[src/rtl/gf180mcu_fd_sc_mcu9t5v0_oai211_bist.sv]
// oai211 cell BIST engine: walks all 16 input vectors and counts ZN mismatches.
// Optional first-failure log: GF180MCU_FD_SC_MCU9T5V0_OAI211_BIST_FAILLOG_EN.
module gf180mcu_fd_sc_mcu9t5v0_oai211_bist #(
  parameter int SETTLE_CYCLES = 2,
  parameter int ERR_W         = 5
) (
  input  logic             CLK,
  input  logic             RN,
  input  logic             START,
  input  logic             ZN_IN,
  output logic             A1,
  output logic             A2,
  output logic             B,
  output logic             C,
  output logic             BUSY,
  output logic             DONE,
  output logic             PASS,
  output logic [ERR_W-1:0] ERR_CNT
`ifdef GF180MCU_FD_SC_MCU9T5V0_OAI211_BIST_FAILLOG_EN
  ,
  output logic             FAIL_VLD,
  output logic [3:0]       FAIL_VEC
`endif
);

  localparam logic [1:0] IDLE   = 2'd0;
  localparam logic [1:0] SETTLE = 2'd1;
  localparam logic [1:0] SAMPLE = 2'd2;
  localparam logic [1:0] FIN    = 2'd3;

  localparam logic [7:0] CNT_LD = 8'(SETTLE_CYCLES);
  localparam logic [1:0] FIRST  =
    (SETTLE_CYCLES == 0) ? SAMPLE : SETTLE;
  localparam logic [ERR_W-1:0] ERR_MAX = '1;

  logic [1:0]       state_q, state_d;
  logic [3:0]       vec_q, vec_d;
  logic [7:0]       cnt_q, cnt_d;
  logic [ERR_W-1:0] err_q, err_d;
  logic             busy_q, busy_d;
  logic             done_q, done_d;
  logic             pass_q, pass_d;
  logic             fvld_q, fvld_d;
  logic [3:0]       fvec_q, fvec_d;

  logic             exp_zn;
  logic             miss;
  logic [ERR_W-1:0] err_nx;

  assign exp_zn = ~((vec_q[3] | vec_q[2]) & vec_q[1] & vec_q[0]);
  // X/Z on ZN_IN counts as a failure in simulation
  assign miss   = (ZN_IN !== exp_zn);

  always_comb begin
    state_d = state_q;
    vec_d   = vec_q;
    cnt_d   = cnt_q;
    err_d   = err_q;
    busy_d  = busy_q;
    done_d  = done_q;
    pass_d  = pass_q;
    fvld_d  = fvld_q;
    fvec_d  = fvec_q;
    err_nx  = err_q;
    if (miss && (err_q != ERR_MAX)) begin
      err_nx = err_q + 1'b1;
    end
    unique case (state_q)
      IDLE, FIN: begin
        if (START) begin
          state_d = FIRST;
          vec_d   = 4'd0;
          cnt_d   = CNT_LD;
          err_d   = '0;
          busy_d  = 1'b1;
          done_d  = 1'b0;
          pass_d  = 1'b0;
          fvld_d  = 1'b0;
          fvec_d  = 4'd0;
        end
      end
      SETTLE: begin
        cnt_d = cnt_q - 8'd1;
        if (cnt_q <= 8'd1) begin
          state_d = SAMPLE;
        end
      end
      SAMPLE: begin
        err_d = err_nx;
        if (miss && !fvld_q) begin
          fvld_d = 1'b1;
          fvec_d = vec_q;
        end
        if (vec_q == 4'd15) begin
          state_d = FIN;
          busy_d  = 1'b0;
          done_d  = 1'b1;
          pass_d  = (err_nx == '0);
        end else begin
          state_d = FIRST;
          vec_d   = vec_q + 4'd1;
          cnt_d   = CNT_LD;
        end
      end
      default: state_d = IDLE;
    endcase
  end

  always_ff @(posedge CLK or negedge RN) begin
    if (!RN) begin
      state_q <= IDLE;
      vec_q   <= 4'd0;
      cnt_q   <= 8'd0;
      err_q   <= '0;
      busy_q  <= 1'b0;
      done_q  <= 1'b0;
      pass_q  <= 1'b0;
    end else begin
      state_q <= state_d;
      vec_q   <= vec_d;
      cnt_q   <= cnt_d;
      err_q   <= err_d;
      busy_q  <= busy_d;
      done_q  <= done_d;
      pass_q  <= pass_d;
    end
  end

`ifdef GF180MCU_FD_SC_MCU9T5V0_OAI211_BIST_FAILLOG_EN
  always_ff @(posedge CLK or negedge RN) begin
    if (!RN) begin
      fvld_q <= 1'b0;
      fvec_q <= 4'd0;
    end else begin
      fvld_q <= fvld_d;
      fvec_q <= fvec_d;
    end
  end

  assign FAIL_VLD = fvld_q;
  assign FAIL_VEC = fvec_q;
`else
  assign fvld_q = 1'b0;
  assign fvec_q = 4'd0;

  logic unused_flog;
  assign unused_flog = ^{fvld_d, fvec_d};
`endif

  assign {A1, A2, B, C} = vec_q;
  assign BUSY    = busy_q;
  assign DONE    = done_q;
  assign PASS    = pass_q;
  assign ERR_CNT = err_q;

endmodule

[config.mk]
export PLATFORM = sky130hd
export DESIGN_NAME = gf180mcu_fd_sc_mcu9t5v0_oai211_bist
export DESIGN_NICKNAME = d
export VERILOG_FILES = /design/src/rtl/gf180mcu_fd_sc_mcu9t5v0_oai211_bist.sv
export SDC_FILE = /design/constraint.sdc
export NUM_CORES = 1
export LEC_CHECK = 0
export ABC_AREA = 1
export CORE_UTILIZATION = 40
export DETAILED_ROUTE_END_ITERATION = 8
export SYNTH_ARGS = -nofsm -noshare
export SYNTH_HDL_FRONTEND = slang
export SYNTH_SLANG_ARGS = --single-unit
[constraint.sdc]
create_clock -name CLK -period 2.1 [get_ports CLK]
set_input_delay 0.42 -clock CLK [delete_from_list [all_inputs] [get_ports CLK]]
set_output_delay 0.42 -clock CLK [all_outputs]
set_load 0.01 [all_outputs]
==> results.toml, run 1 <==
[placed_design]
placed_area_um2 = 1549
dp_hpwl_um = 2104
globalplace.congestion = 0.8732
io_buffers = 15

[cells_and_area]
fin_nets = 207
final_cell_area_um2 = 1585
drive_above_1_share_pct = 9.278
diodes = 0
areaGrowthSynthToFinish_pct = 18.30

[cts]
root_buffer = "clkbuf_4"
clk_pin_slew_ns = 0.12
post_cts_buffers = 0
cts_hold_buffers = 0
cts_tree = "built"
numCtsBuffers = 3
cts_max_level = 1
clock-sinks = 22
clk_path_buf_depth = 2
insertion_delay_ns = 0.30
cts-resized-gates = 0

[floorplanning]
std_cell_rows = 20
io_pins = 16
die_y_um = 59.88
start_util_pct = 42.84
design.die.area_um2 = 3586
fp.coreArea_um2 = 3128
die_w_um = 59.88

[pwr]
power_frac_comb_pct = 52.1
power_switching_uw = 843.1
p_clk_share_pct = 12.1
seqPwrFrac_pct = 35.8
internal-power_uw = 1054
switching_share_pct = 44.44
total_power_uw = 1897
p_leak_uw = 0.0007585
peakVddDrop_uv = 821.2
power.density_nw_per_um2 = 1197

[setup_path]
crit_required_ns = 2.31
arrival_ns = 2.01
cp_max_fo = 6
criticalPathCategory = "reg2reg"
start_kind = "register"
endpoint_kind = "register"
ff2ff_setup_slack_ns = 0.30

[timing]
fin_setup_tns_ns = 0
rsz0062_at_grt = "false"
worstMarginPinSlew_ns = 0.4400
relSlewSlack_pct = 70.44
finClkSkew_ns = 0.003246
setup_viol = 0
hold_viol = 0
timing.final.crit_period_ns = 1.799
max_freq_mhz = 555.7
drv_slew = 0
fin_crit_sh_pct = 85.69

[status]
status = "finished, final reports clean"

[detailed_routing]
postRouteAntennaNets = 0
first_iter_violations = 47
wl_per_cell_um = 11.27
dr.pass1.iters = 4
viasPerCell = 4.916
route.detailed.drc = 0
vias = 1170
drt-total-wl_um = 2682

[yosys]
syn_avg_cell_area_um2 = 7.701
syn_area_um2 = 1340
synth-seq-cells = 22
ys_warn_count = 0
yosysSeqAreaShare_pct = 41.08
yosys.cell_types.count = 27
netlist_instances = 174
syn_nets = 186

[grt]
grt_max_degree = 23
grt_use_total_pct = 17.62
grt_pass1_wl_um = 4740
grt_pass1_vias = 1090
antenna_found_initial = 0
gr-total-overflow = 0

[min_path]
hold_class = "in2async"

[job]
drv_cap = 0
## placed cells by master (no fill, tap or decap), types with 2 or more instances in the layout
cell type	synthesis	final
nor2_1	14	14
xnor2_1	4	4
nand2_1	43	43
nand4_1	3	3
nor2_2	4	4
o31ai_1	2	2
inv_1	27	27
buf_4	0	2
o22ai_1	2	2
clkbuf_4	0	3
nor3_1	2	2
ha_1	8	8
nand3_1	14	14
nand3_2	3	3
a21oi_1	2	2
clkdlybuf4s50_1	0	15
o21ai_0	11	11
dfrtp_1	22	22
or2_2	2	2
## path summary, 6_finish.rpt
| path | start | to | cells after the start |
|---|---|---|---|
| max reg2reg | ERR_CNT[0] | PASS | 10 |
| max | ERR_CNT[0] | PASS | 10 |
| min reg2reg | PASS | PASS | 2 |
| min | RN | cnt_q[2] | 2 |
| min in group CLK | PASS | PASS | 2 |
| max in group asynchronous | RN | state_q[1] | 2 |
## worst max-delay path: stages (launching register included)
cell     delay, ns
dfrtp_1       0.45
ha_1          0.25
nand2_1       0.07
nor2_1        0.05
ha_1          0.17
inv_1         0.15
nand3_2       0.17
o21ai_1       0.20
nor2_1        0.06
nand2_1       0.07
nand2_1       0.05
## per-stage QoR
step / hold WS, ns / worst slack (ns) / util, % / cells
global placement: 0.4738 / 0.3177 / 49.52 / 234
CTS: 0.4595 / 0.3020 / 50.68 / 238
global route: 0.4588 / 0.1334 / 50.68 / 238
finish: 0.4558 / 0.3006 / 50.68 / 238
floorplan: 0.1244 / 0.5220 / - / 174
detailed placement: 0.4741 / 0.2575 / 49.52 / 234
## power by group through the flow
| stage | sequential (µW) | clock, µW | combinational, µW |
|---|---|---|---|
| after floorplan | 688 | 0 | 689 |
| after global placement | 683 | 0 | 971 |
| after detailed placement | 686 | 0 | 991 |
| after CTS | 680 | 243 | 997 |
| after global routing | 697 | 264 | 1140 |
| final | 678 | 230 | 989 |
## per-layer routing
metal  GRT usage [%]  routed length (µm)  vias to the layer above
li1                -                   -                      595
met4           2.990                  19                        0
met5               0                   0                        -
met3           4.545                 120                        2
met1           25.31                1367                      552
met2           26.98                1175                       21
## area by class of cell
cell class	count	area, µm²
Clock buffer	4	36.28
Inverter	29	111.4
Fill cell	324	1543
Timing Repair Buffer	17	165.2
Tap cell	44	55.05
Sequential cell	22	550.5
Multi-Input combinational cell	122	666.9
## kinds of logic after synthesis
logic type                 count (synthesis)  synth area share, %
buffers and inverters                     30                9.151
adders and majority gates                  8                7.470
xor gates and xnor gates                   5                3.268
DFF                                       22                41.08
AOI/OAI and AO/OA                         21                9.150
and+or+nand+nor                           88                29.88
## cell usage after synthesis, drive strengths merged
cell type  count  area (µm²)
o31ai          2       15.01
nor3b          1       7.510
clkinv         1       3.750
a32o           1       10.01
dfrtp         22       550.5
a31oi          1       6.260
and2           1       6.260
inv           28       107.6
o22ai          2       12.51
or2            2       12.51
buf            1       11.26
nor3           2       10.01
o21ai         12       60.05
nand4          3       18.77
ha             8       100.1
xor2           1       8.760
nor2          18       77.57
xnor2          4       35.03
nand3         17       100.1
a21oi          3       18.77
nand2         44       167.7
## flip-flops by register name, indices dropped and copies added (netlist names)
name / cells
cnt_q: 8
ERR_CNT: 5
vec_q: 4
state_q: 2
BUSY: 1
DONE: 1
PASS: 1
(Power assumes the default switching activity.)
==> inputs of run 2 (changes only) <==
--- a/config.mk
+++ b/config.mk
@@ -7,6 +7,7 @@
 export LEC_CHECK = 0
 export ABC_AREA = 1
 export CORE_UTILIZATION = 40
+export CTS_CLUSTER_DIAMETER = 40
 export DETAILED_ROUTE_END_ITERATION = 8
 export SYNTH_ARGS = -nofsm -noshare
 export SYNTH_HDL_FRONTEND = slang
==> results of run 2 <==
Final layout, timing and power as in run 1 (identical DEF).
